--- config.mk ---
export PLATFORM = sky130hd
export DESIGN_NAME = dmem_arbiter
export DESIGN_NICKNAME = d
export VERILOG_FILES = /design/src/rtl/dmem_arbiter.sv
export SDC_FILE = /design/constraint.sdc
export NUM_CORES = 1
export LEC_CHECK = 0
export CAP_MARGIN = 20
export CORE_UTILIZATION = 42
export DETAILED_ROUTE_END_ITERATION = 6
export GPL_TIMING_DRIVEN = 0
export PLACE_DENSITY = 0.82
export SLEW_MARGIN = 20
export SYNTH_ARGS = -nofsm -noshare
export SYNTH_HDL_FRONTEND = slang
export SYNTH_SLANG_ARGS = --single-unit
export TNS_END_PERCENT = 30
--- constraint.sdc ---
create_clock -name clk_i -period 4.8 [get_ports clk_i]
set_input_delay 0.72 -clock clk_i [delete_from_list [all_inputs] [get_ports clk_i]]
set_output_delay 0.72 -clock clk_i [all_outputs]
set_load 0.02 [all_outputs]
--- src/rtl/dmem_arbiter.sv ---
// Round-robin arbiter/sequencer sharing one single-ported data memory between
// the MEM-stage port (r0) and a secondary requester (r1).
//
// state  | meaning
// IDLE   | no owner, memory lines quiet, arbitrate on any request
// ACCESS | owner's latched access driven to memory for LAT cycles
// RESP   | one-cycle ack to owner, no arbitration (blocks stale regrant)
module dmem_arbiter #(
    parameter int LAT    = 1,
    parameter int ADDR_W = 32,
    parameter int DATA_W = 32
) (
    input  logic              clk_i,
    input  logic              rst_i,
    input  logic              r0_req_i,
    input  logic              r0_wr_i,
    input  logic [ADDR_W-1:0] r0_addr_i,
    input  logic [DATA_W-1:0] r0_wdata_i,
    output logic              r0_ack_o,
    output logic [DATA_W-1:0] r0_rdata_o,
    input  logic              r1_req_i,
    input  logic              r1_wr_i,
    input  logic [ADDR_W-1:0] r1_addr_i,
    input  logic [DATA_W-1:0] r1_wdata_i,
    output logic              r1_ack_o,
    output logic [DATA_W-1:0] r1_rdata_o,
    output logic [ADDR_W-1:0] mem_addr_o,
    output logic [DATA_W-1:0] mem_wdata_o,
    output logic              mem_wr_o,
    output logic              mem_rd_o,
    input  logic [DATA_W-1:0] mem_rdata_i,
    output logic [1:0]        grant_o,
    output logic              busy_o
);

    localparam logic [1:0] S_IDLE   = 2'd0;
    localparam logic [1:0] S_ACCESS = 2'd1;
    localparam logic [1:0] S_RESP   = 2'd2;

    logic [1:0]        state;
    logic [3:0]        cnt;
    logic              last_p;
    logic              owner;
    logic              wr_q;
    logic [ADDR_W-1:0] addr_q;
    logic [DATA_W-1:0] wdata_q;
    logic [DATA_W-1:0] rdata0_q;
    logic [DATA_W-1:0] rdata1_q;
    logic              sel;
    logic              in_access;

    // On contention the port not granted last wins; last_p resets to 1 so r0 goes first.
    assign sel = (r0_req_i && r1_req_i) ? ~last_p : r1_req_i;

    always_ff @(posedge clk_i or posedge rst_i) begin
        if (rst_i) begin
            state    <= S_IDLE;
            cnt      <= 4'd0;
            last_p   <= 1'b1;
            owner    <= 1'b0;
            wr_q     <= 1'b0;
            addr_q   <= '0;
            wdata_q  <= '0;
            rdata0_q <= '0;
            rdata1_q <= '0;
        end else begin
            case (state)
                S_IDLE: begin
                    if (r0_req_i || r1_req_i) begin
                        owner   <= sel;
                        last_p  <= sel;
                        wr_q    <= sel ? r1_wr_i    : r0_wr_i;
                        addr_q  <= sel ? r1_addr_i  : r0_addr_i;
                        wdata_q <= sel ? r1_wdata_i : r0_wdata_i;
                        cnt     <= 4'(LAT - 1);
                        state   <= S_ACCESS;
                    end
                end
                S_ACCESS: begin
                    if (cnt == 4'd0) begin
                        if (!wr_q) begin
                            if (owner) rdata1_q <= mem_rdata_i;
                            else       rdata0_q <= mem_rdata_i;
                        end
                        state <= S_RESP;
                    end else begin
                        cnt <= cnt - 4'd1;
                    end
                end
                S_RESP:  state <= S_IDLE;
                default: state <= S_IDLE;
            endcase
        end
    end

    assign in_access   = (state == S_ACCESS);
    assign busy_o      = (state != S_IDLE);
    assign grant_o     = busy_o ? {owner, ~owner} : 2'b00;
    assign mem_addr_o  = in_access ? addr_q  : '0;
    assign mem_wdata_o = in_access ? wdata_q : '0;
    assign mem_rd_o    = in_access && !wr_q;
    // Single write strobe in the last occupancy cycle.
    assign mem_wr_o    = in_access && wr_q && (cnt == 4'd0);
    assign r0_ack_o    = (state == S_RESP) && !owner;
    assign r1_ack_o    = (state == S_RESP) && owner;
    assign r0_rdata_o  = rdata0_q;
    assign r1_rdata_o  = rdata1_q;

endmodule

==> results.toml <==
[power]
seqPwrFrac_pct = 29.8
switching_power_uw = 2640
clock_power_share_pct = 17.9
power.density_nw_per_um2 = 670
ir_worst_vdd_v = 0.000341
power_leakage_uw = 0.00436
combPwrFrac_pct = 52.3
switching_share_pct = 38.3
internal-power_uw = 4250

[synth]
ys_types = 37
synth-seq-cells = 137
synth_nets = 788
synth_area_um2 = 6450
seq_area_frac_synth_pct = 53.1
yosys_warnings = 0
syn_area_per_cell_um2 = 10.4
synth_cells = 620

[sta]
finalCritPeriodShare_pct = 75.3
fmax_mhz = 277
rsz0062_at_grt = "no"
finalClockSkew_ns = 0.00805
layout_setup_ws_ns = 1.19
maxSlewHeadroom_pct = 66.1
tightestPinTransition_ns = 0.509
min_period_ns = 3.61
slew_viol_final = 0
setup_viol = 0
hold_viol = 0

[routing]
dr_total_vias = 5941
wl_um = 21100
vias_per_cell = 5.23
drt-initial-drc-count = 238
drc = 0
first_pass_iters = 5
routedWlPerCell_um = 18.5
postRouteAntennaNets = 0

[worst_hold_path]
holdCritPathClass = "register to register"
hold_depth = 1
hold_end = "cnt[0]"
hold_start = "cnt[0]"

[cts]
clockBufferDepth = 2
cts_setup_buffers = 0
clkSinkCount = 137
clk_pin_slew_ns = 0.05
cts_root_buf = "clkbuf_16"
cts_tree = "done"
cts_buffers = 17
clock_latency_ns = 0.43
cts-htree-levels = 4
hold_buffers = 0
post_cts_resized = 0

[setup_path]
worst_path_most_repeated_cell = "clkbuf_1"
cp.arrival_ns = 2.89
crit_fanout = 10
r2r_setup_slack_ns = 2.80
rr_worst_depth = 6
r2r_start = "cnt[0]"
cp-start-kind = "register"
cp_data_required_time_ns = 4.08
path_cells = "nor2b_1 > buf_4 > clkbuf_1 > clkbuf_1 > and2_1 > clkdlybuf4s50_1"
worstSetupEndpointType = "output pin"
worst-setup-path-type = "register to output pin"
worstReg2RegEnd = "r1_rdata_o[31]"
slowest_delay_ns = 0.63
cpMaxStageDelayCell = "clkdlybuf4s50_1"

[global_route]
grt_usage_pct = 27.2
gr-total-overflow = 0
grt_start_max_net_pins = 87
antenna_found_initial = 0
grt_pass1_wl_um = 32600
grt_pass1_vias = 6039

[job]
maxCapViolations = 0

[cells_and_area]
final_layout_size_suffix_gt1_share_pct = 12.8
n_fill_cell = 1146
fin_area_um2 = 10300
final_cell_mix = "clkdlybuf4s50_1, dfrtp_1, nand2_1"
antenna_cells = 0
layout_commonest_cell = "clkdlybuf4s50_1"
fin_nets = 1108
syn2layout_area_growth_pct = 59.3

[floorplan]
fp.dieH_um = 126
fp-row-count = 44
die_w_um = 126
coreArea_um2 = 14800
die-area_um2 = 15900
initial_utilization_pct = 43.8
io-pin-count = 301

[placement]
place_hpwl_um = 15700
postPlaceCellArea_um2 = 9720
port_buffers = 300
place.gp.congestion = 0.820
place_ws_ns = 1.59

[outcome]
outcome = "complete, no violations"
-- critical path: cells and delay by family (launching register included) --
kind / cells / cell delay (ns)
and+or+nand+nor: 2 / 0.40
DFF: 1 / 0.45
buffers and inverters: 4 / 1.62
-- per-stage QoR --
stage | setup TNS (ns) | hold slack [ns] | std cells | total power (uW) | util (%)
6_report | 0 | 0.496 | 1137 | 6890 | 69.7
4_1_cts | 0 | 0.499 | 1137 | 6940 | 69.7
3_5_place_dp | 0 | 0.492 | 1105 | 5670 | 65.9
3_3_place_gp | -214.76 | 0.486 | 1104 | 5570 | 65.7
5_1_grt | 0 | 0.510 | 1137 | 7240 | 69.7
2_1_floorplan | 0 | 0.473 | 620 | 4000 | -
-- logic make-up after synthesis --
kind of cell | share of synthesized area (%)
compound gates | 12.5
fa+ha+maj | 0.388
buf+inv | 4.19
flops | 53.1
mux | 13.1
simple gates | 16.7
-- cell usage after synthesis --
library cell	count	area share, %
dfrtp_1	136	53
a21oi_1	67	5.2
and2_1	67	6.5
nor3b_1	1	0.12
mux2i_1	1	0.16
nand3_4	1	0.27
inv_1	5	0.29
nand2_1	132	7.7
o2bb2ai_1	1	0.14
buf_1	4	0.23
nor3_1	3	0.23
mux2_2	34	5.9
nor2_1	4	0.23
a31oi_1	66	6.4
buf_6	6	1.0
nor2b_1	2	0.19
or4_1	1	0.12
a21bo_2	1	0.16
and3_1	1	0.097
o211ai_1	1	0.12
nand4b_4	1	0.37
a21boi_1	1	0.12
a22o_1	1	0.14
nand2b_1	2	0.19
a31o_2	1	0.14
and3b_1	1	0.14
buf_2	12	0.93
or2_0	1	0.097
nand3_1	1	0.077
o21ai_0	2	0.16
ha_1	2	0.39
dfstp_2	1	0.41
buf_4	1	0.12
mux2_4	30	7.0
clkbuf_1	27	1.6
nor3b_4	1	0.29
nor2_2	1	0.097
-- power groups by stage --
stage / sequential [uW] / clock (uW) / combinational [uW]
5_1_grt: 2110 / 1300 / 3830
3_5_place_dp: 2060 / 0 / 3600
2_1_floorplan: 2340 / 0 / 1660
3_3_place_gp: 2020 / 0 / 3550
4_1_cts: 2050 / 1260 / 3630
6_report: 2050 / 1240 / 3600
-- sequential cells by signal (all words and copies together) (netlist names) --
name	cells
state	2
addr_q	32
r0_rdata_o	32
wr_q	1
cnt	4
owner	1
wdata_q	32
r1_rdata_o	32
last_p	1
-- how the worst max path moves through the flow --
| stage | start | to | slack (ns) | depth (start not counted) |
|---|---|---|---|---|
| finish | state[0] | mem_addr_o[28] | 1.19 | 6 |
| global route | state[0] | mem_wdata_o[8] | 1.03 | 6 |
| CTS | state[0] | mem_addr_o[28] | 1.13 | 6 |
| detailed placement | state[0] | mem_wdata_o[6] | 1.59 | 6 |
| global placement | rst_i | addr_q[17] | -1.59 | 2 |
| floorplan | rst_i | addr_q[0] | 0.41 | 1 |
-- cell type report --
class	instances	area (um2)	share of cell area [%]
plain buffers	50	251	2.45
clock buffers	21	460	4.48
clock inverters	11	98.8	0.961
inverters	5	26.3	0.256
multi-input cells	428	2760	26.8
flip-flops and latches	137	3430	33.4
well taps	184	230	2.24
repair buffers	301	3030	29.5
-- layer usage --
metal	wire, um	GRT usage (%)
met5	0	0
met4	425	10.8
met3	2000	9.94
met1	7940	30.2
met2	10700	47.4
Note: power is estimated with default switching activity, not from simulation.
